==> config.mk <==
export PLATFORM = sky130hd
export DESIGN_NAME = bram_wave_player
export DESIGN_NICKNAME = d
export VERILOG_FILES = /design/src/rtl/bram_wave_player.sv
export SDC_FILE = /design/constraint.sdc
export NUM_CORES = 1
export LEC_CHECK = 0
export CAP_MARGIN = 25
export CORE_ASPECT_RATIO = 0.9
export CORE_MARGIN = 2
export CORE_UTILIZATION = 25
export CTS_CLUSTER_SIZE = 20
export DETAILED_ROUTE_END_ITERATION = 6
export PLACE_DENSITY = 0.44
export SYNTH_ARGS = -nofsm -noshare
export SYNTH_HDL_FRONTEND = slang
export SYNTH_SLANG_ARGS = --single-unit
export TNS_END_PERCENT = 30
==> constraint.sdc <==
create_clock -name axi_clock -period 8.48 [get_ports axi_clock]
set_clock_uncertainty 0.05 [all_clocks]
set_input_delay 1.696 -clock axi_clock [delete_from_list [all_inputs] [get_ports axi_clock]]
set_output_delay 1.696 -clock axi_clock [all_outputs]
set_load 0.05 [all_outputs]
==> src/rtl/bram_wave_player.sv <==
//------------------------------------------------------------------------------
// Module   : bram_wave_player
// Brief    : Plays an address window of a waveform BRAM at a decimated rate.
//            Supports single, continuous and N-repeat play modes.
//            Optional macro BRAM_OUT_REG_EN selects a 2-cycle BRAM read latency.
// Revision : 1.0 - initial release
//------------------------------------------------------------------------------
`default_nettype none

module bram_wave_player #(
  parameter int ADDR_WIDTH = 10,
  parameter int DATA_WIDTH = 32,
  parameter int REP_WIDTH  = 16
) (
  input  logic                  axi_clock,
  input  logic                  rst,
  input  logic [ADDR_WIDTH-1:0] cfg_start_addr,
  input  logic [ADDR_WIDTH-1:0] cfg_last_addr,
  input  logic [31:0]           cfg_dec_rate,
  input  logic [1:0]            cfg_mode,
  input  logic [REP_WIDTH-1:0]  cfg_repeat,
  input  logic [DATA_WIDTH-1:0] cfg_default,
  input  logic                  trig,
  input  logic                  stop,
  output logic [ADDR_WIDTH-1:0] bram_addr,
  output logic                  bram_en,
  input  logic [DATA_WIDTH-1:0] bram_data_i,
  output logic [DATA_WIDTH-1:0] dout,
  output logic                  dout_valid,
  output logic                  busy,
  output logic                  finish,
  output logic [REP_WIDTH-1:0]  loop_count
);

`ifdef BRAM_OUT_REG_EN
  localparam int c_pipe_depth = 3;
`else
  localparam int c_pipe_depth = 2;
`endif
  localparam logic [1:0]            c_drain_last = 2'(c_pipe_depth);
  localparam logic [ADDR_WIDTH-1:0] c_addr_one   = {{(ADDR_WIDTH-1){1'b0}}, 1'b1};
  localparam logic [REP_WIDTH-1:0]  c_rep_one    = {{(REP_WIDTH-1){1'b0}}, 1'b1};

  typedef enum logic [1:0] {
    IDLE  = 2'd0,
    RUN   = 2'd1,
    DRAIN = 2'd2
  } state_t;

  state_t                  r_state;
  logic                    r_trig_q;
  logic [ADDR_WIDTH-1:0]   r_start_addr;
  logic [ADDR_WIDTH-1:0]   r_last_addr;
  logic [ADDR_WIDTH-1:0]   r_addr;
  logic [31:0]             r_dec_last;
  logic [31:0]             r_hold;
  logic [1:0]              r_mode;
  logic [REP_WIDTH-1:0]    r_repeat;
  logic [DATA_WIDTH-1:0]   r_default;
  logic [c_pipe_depth-1:0] r_vpipe;
  logic [c_pipe_depth-1:0] r_apipe;
  logic [1:0]              r_drain_cnt;

  logic                    w_start;
  logic                    w_abort;
  logic                    w_issue;
  logic                    w_expire;
  logic                    w_pass_end;
  logic                    w_again;
  logic [REP_WIDTH-1:0]    w_loop_next;

  assign w_start     = trig & ~r_trig_q & (r_state == IDLE) & ~stop;
  assign w_abort     = stop & (r_state != IDLE);
  assign w_issue     = (r_state == RUN) && (r_hold == 32'd0);
  assign w_expire    = (r_hold == r_dec_last);
  assign w_pass_end  = w_expire && (r_addr == r_last_addr);
  assign w_loop_next = loop_count + c_rep_one;
  // Continuous loops forever; N-repeat loops until the requested passes are done.
  assign w_again     = (r_mode == 2'b01) || ((r_mode == 2'b10) && (w_loop_next < r_repeat));

  always_ff @(posedge axi_clock or posedge rst) begin
    if (rst) begin
      r_state      <= IDLE;
      r_trig_q     <= 1'b0;
      r_start_addr <= '0;
      r_last_addr  <= '0;
      r_addr       <= '0;
      r_dec_last   <= '0;
      r_hold       <= '0;
      r_mode       <= '0;
      r_repeat     <= '0;
      r_default    <= '0;
      r_vpipe      <= '0;
      r_apipe      <= '0;
      r_drain_cnt  <= '0;
      bram_addr    <= '0;
      bram_en      <= 1'b0;
      dout         <= '0;
      dout_valid   <= 1'b0;
      busy         <= 1'b0;
      finish       <= 1'b0;
      loop_count   <= '0;
    end else begin
      r_trig_q   <= trig;
      finish     <= 1'b0;
      dout_valid <= 1'b0;
      if (w_abort) begin
        r_state <= IDLE;
        bram_en <= 1'b0;
        busy    <= 1'b0;
        dout    <= cfg_default;
        r_vpipe <= '0;
        r_apipe <= '0;
      end else begin
        // vpipe marks the first cycle of each address, apipe any played cycle.
        r_vpipe    <= {r_vpipe[c_pipe_depth-2:0], w_issue};
        r_apipe    <= {r_apipe[c_pipe_depth-2:0], (r_state == RUN)};
        dout_valid <= r_vpipe[c_pipe_depth-1];
        if (r_vpipe[c_pipe_depth-1])
          dout <= bram_data_i;
        else if (!r_apipe[c_pipe_depth-1])
          dout <= (r_state == IDLE) ? cfg_default : r_default;

        case (r_state)
          IDLE: begin
            bram_en <= 1'b0;
            if (w_start) begin
              r_start_addr <= cfg_start_addr;
              r_last_addr  <= cfg_last_addr;
              r_dec_last   <= (cfg_dec_rate == 32'd0) ? 32'd0 : cfg_dec_rate - 32'd1;
              r_mode       <= cfg_mode;
              r_repeat     <= (cfg_repeat == '0) ? c_rep_one : cfg_repeat;
              r_default    <= cfg_default;
              r_addr       <= cfg_start_addr;
              r_hold       <= '0;
              loop_count   <= '0;
              busy         <= 1'b1;
              r_state      <= RUN;
            end
          end
          RUN: begin
            bram_en   <= 1'b1;
            bram_addr <= r_addr;
            if (w_expire) begin
              r_hold <= '0;
              if (w_pass_end) begin
                if ((r_mode != 2'b01) || (loop_count != '1))
                  loop_count <= w_loop_next;
                r_addr <= r_start_addr;
                if (!w_again) begin
                  r_drain_cnt <= '0;
                  r_state     <= DRAIN;
                end
              end else begin
                r_addr <= r_addr + c_addr_one;
              end
            end else begin
              r_hold <= r_hold + 32'd1;
            end
          end
          DRAIN: begin
            bram_en <= 1'b0;
            if (r_drain_cnt == c_drain_last) begin
              finish  <= 1'b1;
              busy    <= 1'b0;
              r_state <= IDLE;
            end else begin
              r_drain_cnt <= r_drain_cnt + 2'd1;
            end
          end
          default: r_state <= IDLE;
        endcase
      end
    end
  end

endmodule

`default_nettype wire

==> summary.md <==
| Metric | Value |
|---|---|
| RePlAce Congestion | `0.7919` |
| DR vias/cell | `between 4 and 5` |
| Clock slew at reported path FFs | `0.06 ns` |
| Wire length on met1 | `17.09 mm` |
| Distinct cells, synth | `63` |
| Worst-Margin Slew | `just over 1 ns` |
| Worst-path cell chain | `clkdlybuf4s50_1 > or4_4 > or3_1 > nor4_4 > and3_1 > buf_16 > a211oi_1 > a21o_1` |
| Largest net degree at the start of global routing | `approximately 80` |
| Critical Path End Type | `flip-flop` |
| Drt drc | `0` |
| Critical path class | `primary input to flip-flop` |
| LEAKAGE | `~6 nW` |
| Met3 WL post-DR | `around 1.6 mm` |
| # diodes | `0` |
| WP data required | `approximately 8.9 ns` |
| Top-area cell type share of the netlist area | `48.41%` |
| Post-synth EDFFs | `0` |
| CP Buf/Inv Count | `2` |
| Reported net switching power | `~1.4 mW` |
| FF-to-FF path depth | `7` |
| Via count | `just over 9000` |
| Most common cell after layout, fill and taps aside | `nand2_1` |
| Detail Placement HPWL | `about 23 mm` |
| Final worst-path cycle share | `49.29%` |
| Pre-CTS setup slack | `approximately 3.3 ns` |
| HP Class | `flip-flop to flip-flop` |
| Worst hold start | `r_vpipe[0]$_DFF_PP0_` |
| Post-Route WL | `about 33 mm` |
| Worst reg-to-reg setup slack | `4.71 ns` |
| Synthesized area | `0.01111 mm^2` |
| Crit-path max FO | `26` |
| Number of H-tree levels | `1` |
| Final antenna-violating net count | `0` |
| Total CTS buffers | `28` |
| Fmax | `around 240 MHz` |
| Share of flip-flops with an asynchronous set or reset | `between 90% and 100%` |
| Max Used Layer | `met4` |
| Critical Path Max Stage Delay | `about 0.55 ns` |
| Final Slew Violations | `0` |
| Slew margin rel. | `31.28%` |
| CTS sink cnt | `around 220` |
| TritonCTS clock tree | `yes` |
| Max Cap Viol | `0` |
| Reg2reg start | `r_addr[2]$_DFFE_PP0P_` |
| Cts hold-fix bufs | `0` |
| Starting Density | `between 20% and 30%` |
| GRT Total Usage | `between 10% and 20%` |
| GR Overflow Total | `0` |
| Post_cts resized | `0` |
| Row count | `73` |
| Syn. warnings | `0` |
| P_int | `around 2.5 mW` |
| Most frequent cells in the layout | `nand2_1, dfrtp_1, clkdlybuf4s50_1` |
| Pre-antenna DRT Iters | `5` |
| WL/cell | `~17 um` |
| Full die area | `approximately 0.046 mm^2` |
| Final Hold Fails | `0` |
| Worst setup margin | `between 4 and 5 ns` |
| RSZ-0062 raised after global routing | `no` |
| Seq/Total Area, Yosys | `48.41%` |
| P per Cell Area | `around 270 mW/mm^2` |
| WHS | `0.3952 ns` |
| Initial antenna violation count | `0` |
| Layout cells sized above 1 | `between 6 and 7%` |
| Cell accounting for the most synthesized area | `dfrtp_1` |
| Post-CTS setup buffer count | `0` |
| Clock Latency Late Sink | `around 0.55 ns` |
| Die Wd | `between 200 and 250 um` |
| Area contributors post-synth | `dfrtp_1, nand2_1, xnor2_1, o31ai_1, nor2_1` |
| 1st-iter DRT viols | `around 690` |
| First-pass GRT wire length | `between 50 and 60 mm` |
| Switch share | `a little over a third` |
| Cell depth of the worst min-delay path | `1` |
| Number of global-route vias before repair | `9079` |
| Min-Delay Endpoint | `r_vpipe[1]$_DFF_PP0_` |
| Clock buffer depth | `3` |
| Setup_tns | `0 ns` |
| Post-Syn Nets | `about 1400` |
| DR WL met2 | `approximately 14 mm` |
| Setup violators final | `0` |
| Syn avg cell area | `9.169 um^2` |
| Core area | `roughly 0.044 mm^2` |
| CTS root buf | `clkbuf_16` |
| Reg2Reg Capture Point | `loop_count[0]$_DFFE_PP0P_` |
| Arr. time, crit path | `4.56 ns` |
| Die Span Y | `roughly 200 um` |
| Comb pwr share | `32.3%` |
| Synth Flop Type | `dfrtp_1` |
| Fin nets | `about 1500` |
| Maximum vdd drop | `between 0.15 and 0.2 mV` |
| Synth Instances | `1212` |
| Worst path slowest cell | `or4_4` |
| Status | `complete, no violations` |
| Area grow syn2layout | `31.66%` |
| Minimum clock period | `approximately 4.2 ns` |
| Synth Register Bits | `215` |
| Sequential Power Share | `between 30% and 40%` |
| Critical Path Source Type | `primary input` |
| CP top delay family | `simple AND/OR/NAND/NOR gates` |
| IO Count | `200` |
| Clock share of power | `between 20 and 30%` |
| Buffers on Ports | `199` |
## sequential cells by signal, summed over array words and instances (netlist names), 10 cells and up
signal and count:
bram_addr 10, dout 32, loop_count 16, r_addr 10, r_dec_last 32, r_default 32, r_hold 32, r_last_addr 10
r_repeat 16, r_start_addr 10
## per-layer routing
layer	global-route usage [%]	vias up
met2	21.44	227
li1	-	4548
met4	3.266	0
met1	21.46	4405
met5	0	-
met3	2.444	45
## worst max path at each step
stage                          from                        end  slack, ns  depth (start not counted)
finish              cfg_dec_rate[8]  r_dec_last[5]$_DFFE_PP0P_       4.30                          8
global route                   stop     r_hold[29]$_DFFE_PP0P_       4.16                          7
CTS                 cfg_dec_rate[8]  r_dec_last[5]$_DFFE_PP0P_       3.87                          7
detailed placement  cfg_dec_rate[8]  r_dec_last[5]$_DFFE_PP0P_       3.29                          7
global placement    cfg_dec_rate[8]  r_dec_last[5]$_DFFE_PP0P_       3.34                          7
floorplan                       rst   bram_addr[0]$_DFFE_PP0P_       0.85                          1
## through the flow
stage | util, % | power, mW | cell area, um^2 | cells
after detailed placement | 31.17 | 2.823 | 13720 | 1957
after global routing | 33.23 | 4.160 | 14630 | 2007
after CTS | 33.13 | 3.969 | 14580 | 2005
after global placement | 31.12 | 2.803 | 13700 | 1956
final | 33.23 | 3.913 | 14630 | 2007
after floorplan | - | 2.350 | 11110 | 1212
## cell families (layout without fill, tap and decap cells)
logic type / count (synthesis) / in the layout / share of synthesized area (%)
adder cells (fa/ha/maj): 21 / 21 / 2.364
multiplexers: 21 / 21 / 2.072
AND/OR/NAND/NOR: 528 / 528 / 22.03
flip-flops: 215 / 215 / 48.41
XOR/XNOR: 114 / 114 / 8.984
buffers and inverters: 112 / 307 / 4.121
AO/OA/AOI/OAI: 201 / 201 / 12.01
## cells in the mapped netlist, drive strengths merged, types with 6 or more instances
library cell and n:
a31oi 7, o21ai 49, nand3 23, xor2 36
a21o 6, and3 13, ha 21, nor2b 9
nor4 21, buf 9, clkbuf 62, a21oi 17
and2 6, xnor2 78, or3 8, o31ai 58
mux2 16, dfrtp 215, nor3 17, nor2 90
inv 41, nand4 37, nand4b 6, nand2 273
o22ai 31
## layout make-up
type / instances / area, um^2
Tap cell: 600 / 750.7
Sequential cell: 215 / 5380
Inverter: 41 / 161.4
Clock inverter: 5 / 25.02
Multi-Input combinational cell: 885 / 5296
Clock buffer: 43 / 838.3
Fill cell: 4559 / 29390
Timing Repair Buffer: 218 / 2180
## power groups by stage
stage,sequential [mW],clock (mW),combinational (mW)
after detailed placement,1.55,0,1.28
after CTS,1.53,1.16,1.28
after floorplan,1.76,0,0.588
after global placement,1.54,0,1.26
after global routing,1.57,1.20,1.39
final,1.53,1.12,1.27
Power figures use the tool's default switching activity.
==> variant (same settings) <==
Build with the macro `BRAM_OUT_REG_EN` defined.
--- a/src/rtl/bram_wave_player.sv
+++ b/src/rtl/bram_wave_player.sv
@@ -8,2 +8,4 @@
 `default_nettype none
+
+`define BRAM_OUT_REG_EN
 
Formal check against the unedited RTL: not equivalent (Yosys sat finds a counterexample within 10 cycles, from zero or initial values and one cycle with rst high).
==> variant against the unedited design <==
  * Power decreased by 12%
  * Routed wire length decreased by 2.3%
  * Sequential share of layout area increased by 0.52 points
  * Sequential cell count grew 2
  * Setup slack got worse by 0.10 ns
  * Synthesized area fell by 1.5%
  * Cell area shrank 0.49%
  * Cell count shrank 1.6%
==> variant: results (changes against the unedited design) <==
stage;metric;value;unit;change
synth;netlist_top_cells_area;dfrtp_1, nand2_1, xnor2_1;;
place;dp_hpwl;22700;um;-2.0%
grt;grt_pass1_wl;52700;um;-0.44%
power_and_ir_drop;vdd_drop_max;0.146;mV;-3.4%
setup_path;critPathArrivalTime;4.63;ns;+0.07 ns
layout;drive_gt1_share;6.41;%;-0.41 points
sta;hold_ws;0.401;ns;+0.00625 ns
place;placed_area;13600;sq um;-1.2%
layout;fillers;4439;;-2.6%
grt;grt_pass1_vias;9141;;+0.68%
routing;wl_per_cell;16.5;um;-0.62%
synth;syn_nets;1376;;+0.36%
setup_path;r2r_slack;4.84;ns;+0.13 ns
grt;grtUsageTotal;14.5;%;+0.12 points
place;gp_routability_congestion;0.808;;+2.0%
sta;slew_headroom;36.6;%;+5.4 points
synth;synth_compound_area_share;11.1;%;-0.93 points
synth;synthAdderAreaFrac;2.40;%;+0.035 points
synth;synth_mux_area_share;1.89;%;-0.19 points
power_and_ir_drop;leakagePower;6.08;nW;-0.43%
status;outcome;finished, final reports clean;;
setup_path;timing.rr.end;r_drain_cnt[1];;
synth;yosys.cell_types.count;57;;-9.5%
grt;grt_start_max_net_pins;124;;+51%
setup_path;rr_startpoint;r_hold[25];;
synth;synth_xor_area_share;9.04;%;+0.055 points
synth;synth_commonest_cells;nand2_1, dfrtp_1, nor2_1, xnor2_1;;
synth;ys_seq_area_share;49.6;%;+1.2 points
setup_path;path_max_fanout;24;;-7.7%
routing;vias_per_cell;4.55;;-1.1%
layout;fin_nets;1557;;+0.58%
-- variant: changes by cell type in the layout (fill, tap and decap cells not counted), moves of 5 or more --
cell / before / now
nand4_1: 37 / 18
nand3_1: 23 / 39
nand4b_1: 6 / 1
nor2_1: 88 / 99
a21o_1: 6 / 1
o21ai_1: 1 / 25
o21ai_0: 48 / 58
o31ai_1: 56 / 33
nand2_1: 273 / 286
a21oi_1: 17 / 10
-- variant: worst max-delay path by stage --
stage / from / endpoint / slack [ns] / depth (start not counted)
floorplan: rst / bram_addr[0] / 0.80 / 1
global placement: cfg_dec_rate[11] / r_dec_last[25] / 3.64 / 8
detailed placement: cfg_dec_rate[11] / r_dec_last[6] / 3.58 / 8
CTS: cfg_dec_rate[11] / r_dec_last[6] / 4.17 / 8
global route: cfg_dec_rate[10] / r_dec_last[2] / 3.97 / 8
finish: cfg_dec_rate[11] / r_dec_last[6] / 4.20 / 8
-- variant: power by group --
| part | total, mW | switching (mW) | internal (mW) |
|---|---|---|---|
| combinational | 0.816 | 0.479 | 0.337 |
| clock | 1.27 | 0.468 | 0.799 |
| sequential | 1.35 | 0.142 | 1.21 |
| total | 3.44 | 1.09 | 2.35 |
-- variant: area by class of cell --
type	instances	area, sq um	share of cell area [%]
Sequential cell	217	5430	37.3
Multi-Input combinational cell	894	5140	35.3
Timing Repair Buffer	214	2120	14.6
Clock buffer	43	878	6.03
Tap cell	555	694	4.77
Inverter	43	169	1.16
Clock inverter	8	124	0.851
-- variant: layer usage --
metal  routed length [um]  track usage (%)
met5                    0                0
met2                14700             23.0
met4                  570             3.00
met3                 1480             2.58
met1                15900             20.6
-- variant: per-stage QoR --
| stage | setup slack, ns | cells |
|---|---|---|
| floorplan | 0.798 | 1217 |
| global placement | 3.64 | 1921 |
| detailed placement | 3.58 | 1923 |
| CTS | 4.17 | 1974 |
| global route | 3.97 | 1974 |
| finish | 4.20 | 1974 |
-- variant: cell families (layout without fill, tap and decap cells) --
logic type,Yosys count,count (layout)
buffers and inverters,106,308
XOR/XNOR,113,113
adder cells (fa/ha/maj),21,21
multiplexers,19,19
flip-flops,217,217
AND/OR/NAND/NOR,544,544
AO/OA/AOI/OAI,197,197
-- variant: worst max-delay path, stage by stage --
cell and delay (ns):
clkdlybuf4s50_1 0.45, or4_4 0.55, or4_4 0.45, or3_4 0.35
nor3_1 0.25, nand2_1 0.11, nand2_1 0.60, o21ai_1 0.17
